**config.mk**
```make
export PLATFORM = sky130hd
export DESIGN_NAME = mem_access_ctrl
export DESIGN_NICKNAME = d
export VERILOG_FILES = /design/src/rtl/mem_access_ctrl.sv
export SDC_FILE = /design/constraint.sdc
export NUM_CORES = 1
export LEC_CHECK = 0
export ABC_AREA = 0
export CORE_AREA = 8 8 98 100
export CTS_BUF_LIST = sky130_fd_sc_hd__clkbuf_8 sky130_fd_sc_hd__clkbuf_16
export DETAILED_ROUTE_END_ITERATION = 12
export DIE_AREA = 0 0 106 108
export HOLD_SLACK_MARGIN = 0.12
export PLACE_DENSITY = 0.75
export SLEW_MARGIN = 0
export SYNTH_ARGS = -nofsm -noshare
export SYNTH_HDL_FRONTEND = slang
export SYNTH_SLANG_ARGS = --single-unit
```
**constraint.sdc**
```tcl
create_clock -name clk -period 1.4 [get_ports clk]
set_input_delay 0.21 -clock clk [delete_from_list [all_inputs] [get_ports clk]]
set_output_delay 0.21 -clock clk [all_outputs]
set_load 0.03 [all_outputs]
```
**src/rtl/mem_access_ctrl.sv**
```systemverilog
// Arbitrates the single memory port between instruction fetch and data accesses, one access
// at a time with a ready-based wait handshake. Optional access timeout: define MEM_TIMEOUT_EN.
module mem_access_ctrl #(
  parameter int unsigned ADDR_W         = 16,
  parameter int unsigned DATA_W         = 16,
  parameter int unsigned TIMEOUT_CYCLES = 255
) (
  input  logic              clk,
  input  logic              reset,
  input  logic              fetch_req,
  input  logic [ADDR_W-1:0] fetch_addr,
  output logic              fetch_ack,
  output logic [DATA_W-1:0] fetch_data,
  input  logic              data_req,
  input  logic              data_we,
  input  logic [ADDR_W-1:0] data_addr,
  input  logic [DATA_W-1:0] data_wdata,
  output logic              data_ack,
  output logic [DATA_W-1:0] data_rdata,
  output logic [ADDR_W-1:0] mem_addr,
  output logic [DATA_W-1:0] mem_wdata,
  output logic              mem_rd,
  output logic              mem_wr,
  input  logic [DATA_W-1:0] mem_rdata,
  input  logic              mem_ready,
  output logic              busy,
  output logic              timeout_err
);

  localparam logic [2:0] IDLE    = 3'd0;
  localparam logic [2:0] FETCH   = 3'd1;
  localparam logic [2:0] DATA_RD = 3'd2;
  localparam logic [2:0] DATA_WR = 3'd3;
  localparam logic [2:0] DONE    = 3'd4;

  logic [2:0]        state_q, state_d;
  logic              last_data_q, last_data_d;  // 1 = most recent grant went to data
  logic              ack_fetch_q, ack_fetch_d;  // which requester owns the DONE ack
  logic [ADDR_W-1:0] mem_addr_q, mem_addr_d;
  logic [DATA_W-1:0] mem_wdata_q, mem_wdata_d;
  logic [DATA_W-1:0] fetch_data_q, fetch_data_d;
  logic [DATA_W-1:0] data_rdata_q, data_rdata_d;
  logic              grant_data;

`ifdef MEM_TIMEOUT_EN
  logic [7:0] wait_cnt_q, wait_cnt_d;
  logic [7:0] wait_inc;
  logic       timeout_err_q, timeout_err_d;
  assign wait_inc = wait_cnt_q + 8'd1;
`else
  logic unused_timeout;
  assign unused_timeout = ^TIMEOUT_CYCLES;
`endif

  // Under contention data wins unless it also won last time, so fetch cannot starve.
  assign grant_data = data_req && (!fetch_req || !last_data_q);

  always_comb begin
    state_d      = state_q;
    last_data_d  = last_data_q;
    ack_fetch_d  = ack_fetch_q;
    mem_addr_d   = mem_addr_q;
    mem_wdata_d  = mem_wdata_q;
    fetch_data_d = fetch_data_q;
    data_rdata_d = data_rdata_q;
`ifdef MEM_TIMEOUT_EN
    wait_cnt_d    = wait_cnt_q;
    timeout_err_d = timeout_err_q;
`endif
    case (state_q)
      IDLE: begin
        if (data_req || fetch_req) begin
`ifdef MEM_TIMEOUT_EN
          wait_cnt_d = 8'd0;
`endif
          if (grant_data) begin
            last_data_d = 1'b1;
            ack_fetch_d = 1'b0;
            mem_addr_d  = data_addr;
            if (data_we) begin
              mem_wdata_d = data_wdata;
              state_d     = DATA_WR;
            end else begin
              state_d = DATA_RD;
            end
          end else begin
            last_data_d = 1'b0;
            ack_fetch_d = 1'b1;
            mem_addr_d  = fetch_addr;
            state_d     = FETCH;
          end
        end
      end
      FETCH, DATA_RD, DATA_WR: begin
        if (mem_ready) begin
          if (state_q == FETCH)   fetch_data_d = mem_rdata;
          if (state_q == DATA_RD) data_rdata_d = mem_rdata;
          state_d = DONE;
        end
`ifdef MEM_TIMEOUT_EN
        else if (wait_inc == 8'(TIMEOUT_CYCLES)) begin
          // Abort looks like a normal completion returning all-ones.
          if (state_q == FETCH)   fetch_data_d = '1;
          if (state_q == DATA_RD) data_rdata_d = '1;
          timeout_err_d = 1'b1;
          state_d       = DONE;
        end else begin
          wait_cnt_d = wait_inc;
        end
`endif
      end
      DONE:    state_d = IDLE;
      default: state_d = IDLE;
    endcase
  end

  always_ff @(posedge clk) begin
    if (reset) begin
      state_q      <= IDLE;
      last_data_q  <= 1'b0;
      ack_fetch_q  <= 1'b0;
      mem_addr_q   <= '0;
      mem_wdata_q  <= '0;
      fetch_data_q <= '0;
      data_rdata_q <= '0;
`ifdef MEM_TIMEOUT_EN
      wait_cnt_q    <= 8'd0;
      timeout_err_q <= 1'b0;
`endif
    end else begin
      state_q      <= state_d;
      last_data_q  <= last_data_d;
      ack_fetch_q  <= ack_fetch_d;
      mem_addr_q   <= mem_addr_d;
      mem_wdata_q  <= mem_wdata_d;
      fetch_data_q <= fetch_data_d;
      data_rdata_q <= data_rdata_d;
`ifdef MEM_TIMEOUT_EN
      wait_cnt_q    <= wait_cnt_d;
      timeout_err_q <= timeout_err_d;
`endif
    end
  end

  assign mem_addr   = mem_addr_q;
  assign mem_wdata  = mem_wdata_q;
  assign fetch_data = fetch_data_q;
  assign data_rdata = data_rdata_q;
  assign mem_rd     = (state_q == FETCH) || (state_q == DATA_RD);
  assign mem_wr     = (state_q == DATA_WR);
  assign busy       = (state_q != IDLE);
  assign fetch_ack  = (state_q == DONE) && ack_fetch_q;
  assign data_ack   = (state_q == DONE) && !ack_fetch_q;
`ifdef MEM_TIMEOUT_EN
  assign timeout_err = timeout_err_q;
`else
  assign timeout_err = 1'b0;
`endif

endmodule

```
==> results of run 1 <==
[cell usage in the layout, fill, tap and decap left out, types with 3 or more instances in the layout]
master	count
clkdlybuf4s50_1	68
dfxtp_1	66
nand2_1	65
dlygate4sd2_1	64
nand2b_1	34
a21oi_1	34
buf_4	26
mux2i_1	16
a32oi_1	16
o2bb2ai_1	15
clkbuf_8	13
buf_12	6
buf_6	5
dfxtp_4	3
[final timing paths]
path	start	end	cells after the start
setup reg to reg	state_q[0]$_SDFFE_PP0P_	mem_wdata[4]$_SDFFE_PP0P_	5
hold reg to reg	data_rdata[10]$_SDFFE_PP0P_	data_rdata[10]$_SDFFE_PP0P_	2
hold / removal	reset	last_data_q$_SDFFE_PP0P_	2
setup / recovery	state_q[0]$_SDFFE_PP0P_	mem_rd	4
[cell usage after synthesis]
| cell | number |
|---|---|
| dfxtp_1 | 69 |
| nand2_1 | 66 |
| a21oi_1 | 35 |
| nand2b_1 | 34 |
| a32oi_1 | 16 |
| clkbuf_1 | 16 |
| mux2i_1 | 16 |
| o2bb2ai_1 | 16 |
| buf_4 | 4 |
| buf_1 | 3 |
| buf_2 | 3 |
| nor2_1 | 3 |
| buf_6 | 2 |
| inv_1 | 2 |
| nand4bb_1 | 2 |
| nor4bb_1 | 2 |
| a21bo_2 | 1 |
| a21boi_2 | 1 |
| a221oi_1 | 1 |
| a311oi_1 | 1 |
| and3_1 | 1 |
| and3b_1 | 1 |
| and4_1 | 1 |
| buf_12 | 1 |
| conb_1 | 1 |
| mux2_2 | 1 |
| nand3_1 | 1 |
| nor3_4 | 1 |
| nor4_1 | 1 |
| nor4b_1 | 1 |
| o21ai_0 | 1 |
| or2_2 | 1 |
| or4b_2 | 1 |
| xnor2_1 | 1 |
[timing repair]
action | in CTS | in global routing
setup buffers | 5 | 1
cloned | 0 | 1
endpoints found under the setup margin | 69 | 24
pin swaps | 5 | 4
resized for setup | 81 | 8
[cells by family (layout without fill, tap and decap cells)]
| logic type | after synthesis | in the layout | synth area share |
|---|---|---|---|
| xor gates and xnor gates | 1 | 1 | 0.003105 |
| buffers and inverters | 31 | 189 | 0.05898 |
| muxes | 17 | 17 | 0.06075 |
| other | 1 | 1 | 0.001329 |
| DFF | 69 | 69 | 0.4896 |
| and+or+nand+nor | 116 | 116 | 0.2093 |
| AOI/OAI and AO/OA | 72 | 72 | 0.1769 |
[worst register-to-register path: stages, from the launching register on]
cell,delay [ns]
dfxtp_4,0.38
nor3_4,0.20
buf_4,0.14
and4_4,0.24
clkbuf_16,0.17
mux2i_1,0.19
[sequential cells by signal, summed over array words and instances, names as in the netlist]
register,flops
state_q,3
fetch_data,16
mem_addr,16
last_data_q,1
ack_fetch_q,1
data_rdata,16
mem_wdata,16
[power by group through the flow]
stage	clock, mW	sequential (mW)	combinational, mW
CTS	1.97	2.21	1.41
detailed placement	0	2.25	1.44
floorplan	0	2.48	0.492
global route	2.07	2.23	1.54
finish	1.93	2.21	1.44
global placement	0	2.24	1.41
[through the flow]
step	util	setup slack, ns
floorplan	-	-0.01670
global placement	0.5537	-0.1467
detailed placement	0.5537	-0.2024
CTS	0.5848	-0.08635
global route	0.5922	-0.09481
finish	0.5922	-0.03215
[per-layer routing]
layer	global-route usage	routed length, um	vias up
met5	0	0	-
met4	0.04824	57	0
met3	0.06484	712	8
met2	0.2623	4496	96
met1	0.1747	3817	1282
li1	-	-	1373
[layout make-up]
cell class,instances,area (sq um),area share
clock inverters,3,65.06,0.01364
clock buffers,13,178.9,0.03752
multi-input cells,207,1350,0.2831
flip-flops and latches,69,1393,0.2921
well taps,105,131.4,0.02755
inverters,2,7.507,0.001574
repair buffers,171,1643,0.3445
==> results.toml, run 1 <==
[status]
outcome = "complete, but fails checks"
violations = "setup timing"

[floorplanning]
io_pins = 140
start_util = 0.3504
rows = 33
coreArea_sq_mm = 0.008051
dieArea_sq_mm = 0.01145
die_w_um = 106
dieHeight_um = 108

[pwr]
switching_share = 0.2846
leakagePower_nw = 2.005
power_mw = 5.588
pwr-share-comb = 0.258
p_int_mw = 3.997
p_clk_frac = 0.346
power_switching_mw = 1.590
ir_drop_v = 0.0005387
power_density_mw_per_mm2 = 1172
seqPwrFrac = 0.396

[yosys]
syn-num-nets = 377
synth_area_sq_mm = 0.002821
yosys_warnings = 0
synth_top_area_frac = 0.4896
syn_avg_cell_area_sq_um = 9.190
ys_seq_elements = 69
synth.yosys.seq_area_share = 0.4896
syn_inst = 307
yosysTopAreaCell = "dfxtp_1"
synth_cell_type_count = 34
synth_area_leaders = "dfxtp_1, nand2_1, nand2b_1, a21oi_1, mux2i_1"

[worst_setup_path]
crit_type = "reg2out"
critPathMaxStageDelay_ns = 0.38
cp_max_fo = 5
start_kind = "flip-flop"
slowest_stage = "dfxtp_4"
endpoint_kind = "primary output"
crit_chain = "buf_6 > xnor2_2 > nor2_2 > buf_12"
critPathBufInv = 2
crit_family = "flip-flops"
required_ns = 1.19
r2r_setup_slack_ns = 0.01
crit_arrival_ns = 1.22

[clock_network]
numCtsBuffers = 9
holdBufCountCts = 0
cts_tree = "built"
clockBufferDepth = 2
cts_root_buf = "clkbuf_8"
cts-htree-levels = 3
cts_sinks = 69
clock_latency_ns = 0.34
cts.clk_slew.worst_paths_ns = 0.07

[routing]
firstDrtPassIters = 4
vias = 2759
vias_per_cell = 4.840
ant_nets = 0
drt_iter0_drc = 64
totalWireLength_um = 9084
wire_per_inst_um = 15.94
drc = 0

[final_layout]
nets = 530
n_antenna_cell = 0
stdcell_area_sq_mm = 0.004768
nFillCells = 729
final_cells = 570
drive_gt1_frac = 0.1656
syn_to_final_growth_pct = 69.00

[global_routing]
grt_pass1_wl_um = 14320
antenna_found_initial = 0
grt_max_degree = 41
grtUsageTotal = 0.1551
grt_pass1_vias = 2818
grt.overflow.total = 0

[timing]
holdWs_ns = 0.1505
rsz0062_at_grt = "true"
min_period_ns = 1.432
finalHoldViolCount = 0
setup_viol = 2
fin_skew_ns = 0.009680
drv_slew = 0
finalWorstSetupSlack_ns = -0.03215
min_period_over_period = 1.023
clock.fmax_ghz = 0.6983
tns_ns = -0.05998

[placed_design]
portBuffers = 138
placed_cell_area_sq_mm = 0.004458
dpl.hpwl_um = 6775
gp_congestion = 0.7395
place_inst = 547

[hold_path]
hold_path.class = "in2reg"

[flow_run]
drv_cap = 0
No activity file was read; power rests on OpenSTA's default activity.
==> run 2, diff against run 1 <==
CORE_AREA = 2 2 92 94   (was 8 8 98 100)
DIE_AREA = 0 0 94 96   (was 0 0 106 108)
==> results.toml, run 2 (same netlist as run 1, synthesis figures left out) <==
[final_layout]
n_antenna_cell = 0
nFillCells = 740
nets = 526
seq_area_sq_mm = 0.001393
syn_to_final_growth_pct = 68.78
multi_input_area_sq_mm = 0.001414
mostFrequentLayoutCells = "clkdlybuf4s50_1, dfxtp_1, dlygate4sd2_1, nand2_1, nand2b_1"
final_cells = 566
drive_gt1_frac = 0.1866
layout_commonest_cell = "clkdlybuf4s50_1"

[worst_setup_path]
cp_max_fo = 4
critPathMaxStageDelay_ns = 0.38
crit_chain = "buf_6 > xnor2_2 > nor2_1 > buf_4"
crit_type = "reg2out"
critPathBufInv = 2
endpoint_kind = "primary output"
required_ns = 1.19
crit_arrival_ns = 1.21
start_kind = "flip-flop"
crit_family = "flip-flops"
slowest_stage = "dfxtp_4"

[routing]
drt_iter0_drc = 99
totalWireLength_um = 8215
ant_nets = 0
vias = 2773
wire_per_inst_um = 14.51
drc = 0
firstDrtPassIters = 4
vias_per_cell = 4.899

[pwr]
ir_drop_v = 0.0005331
power_density_mw_per_mm2 = 1138
power_mw = 5.418
leakagePower_nw = 1.992

[status]
outcome = "complete, but fails checks"
violations = "setup timing"

[clock_network]
clock_latency_ns = 0.34
numCtsBuffers = 9
cts-htree-levels = 3
clockBufferDepth = 2
cts.clk_slew.worst_paths_ns = 0.08
cts_tree = "built"
cts_root_buf = "clkbuf_8"
cts_sinks = 69

[floorplanning]
dieArea_sq_mm = 0.009024
coreArea_sq_mm = 0.008051
io_pins = 140
die_w_um = 94
rows = 33
start_util = 0.3504
dieHeight_um = 96

[placed_design]
pre_cts_slack_ns = -0.2069
dpl.hpwl_um = 5796
place_inst = 547
gp_congestion = 0.7202
portBuffers = 138

[timing]
holdWs_ns = 0.1489
min_period_over_period = 1.016
rsz0062_at_grt = "true"
finalWorstSetupSlack_ns = -0.02196
finalHoldViolCount = 0
setup_viol = 5
clock.fmax_ghz = 0.7033
drv_slew = 0
fin_skew_ns = 0.01194
min_period_ns = 1.422

[hold_path]
hold_path.class = "in2reg"

[global_routing]
grt_max_degree = 45
grt_pass1_vias = 2696
antenna_found_initial = 0
grt_pass1_wl_um = 13080
grt.overflow.total = 0
grtUsageTotal = 0.1838

[flow_run]
drv_cap = 0
## run 2: cell count changes in the layout (fill, tap and decap cells not counted), sizes merged
| cell | delta |
|---|---|
| clkinv | +2 |
| buf | -3 |
| clkbuf | -4 |
| clkinvlp | +1 |
## run 2: routing by layer
metal	track usage	wire length, um
met1	0.2223	3512
met2	0.3065	3963
met3	0.05795	599
met4	0.07005	140
met5	0	0
## run 2: layout make-up
class	count	share of cell area
clock buffer	10	0.02890
multi-input combinational	207	0.2969
sequential	69	0.2924
clock inverter	6	0.01813
inverter	2	0.001576
timing repair buffer	167	0.3345
tap	105	0.02759
## run 2: report_power, final
part | internal (mW) | switching [mW] | leakage [nW]
combinational | 0.654 | 0.752 | 1.32
clock | 1.05 | 0.757 | 0.112
sequential | 2.11 | 0.0963 | 0.564
total | 3.81 | 1.60 | 1.99
## run 2: path summary, 6_finish.rpt
kind | start | to | slack [ns] | depth (start not counted)
hold reg to reg | data_rdata[1]$_SDFFE_PP0P_ | data_rdata[1]$_SDFFE_PP0P_ | 0.45 | 2
setup / recovery | state_q[0]$_SDFFE_PP0P_ | mem_rd | -0.02 | 4
setup reg to reg | state_q[0]$_SDFFE_PP0P_ | data_rdata[7]$_SDFFE_PP0P_ | 0 | 6
hold / removal | reset | state_q[0]$_SDFFE_PP0P_ | 0.15 | 2
## run 2: timing repair
action,CTS,global route
pin swaps,1,9
gates resized for setup,84,26
setup buffers,3,0
endpoints found under the setup margin,69,40
hold buffers,0,0
## run 2: stage by stage
step / util / setup TNS [ns] / cell area [sq um]
final: 0.5915 / -0.04747 / 4762
after global routing: 0.5915 / -1.942 / 4762
after CTS: 0.5792 / -0.1678 / 4663
after detailed placement: 0.5506 / -9.073 / 4433
after global placement: 0.5506 / -7.430 / 4433
after floorplan: - / -0.1670 / 2829
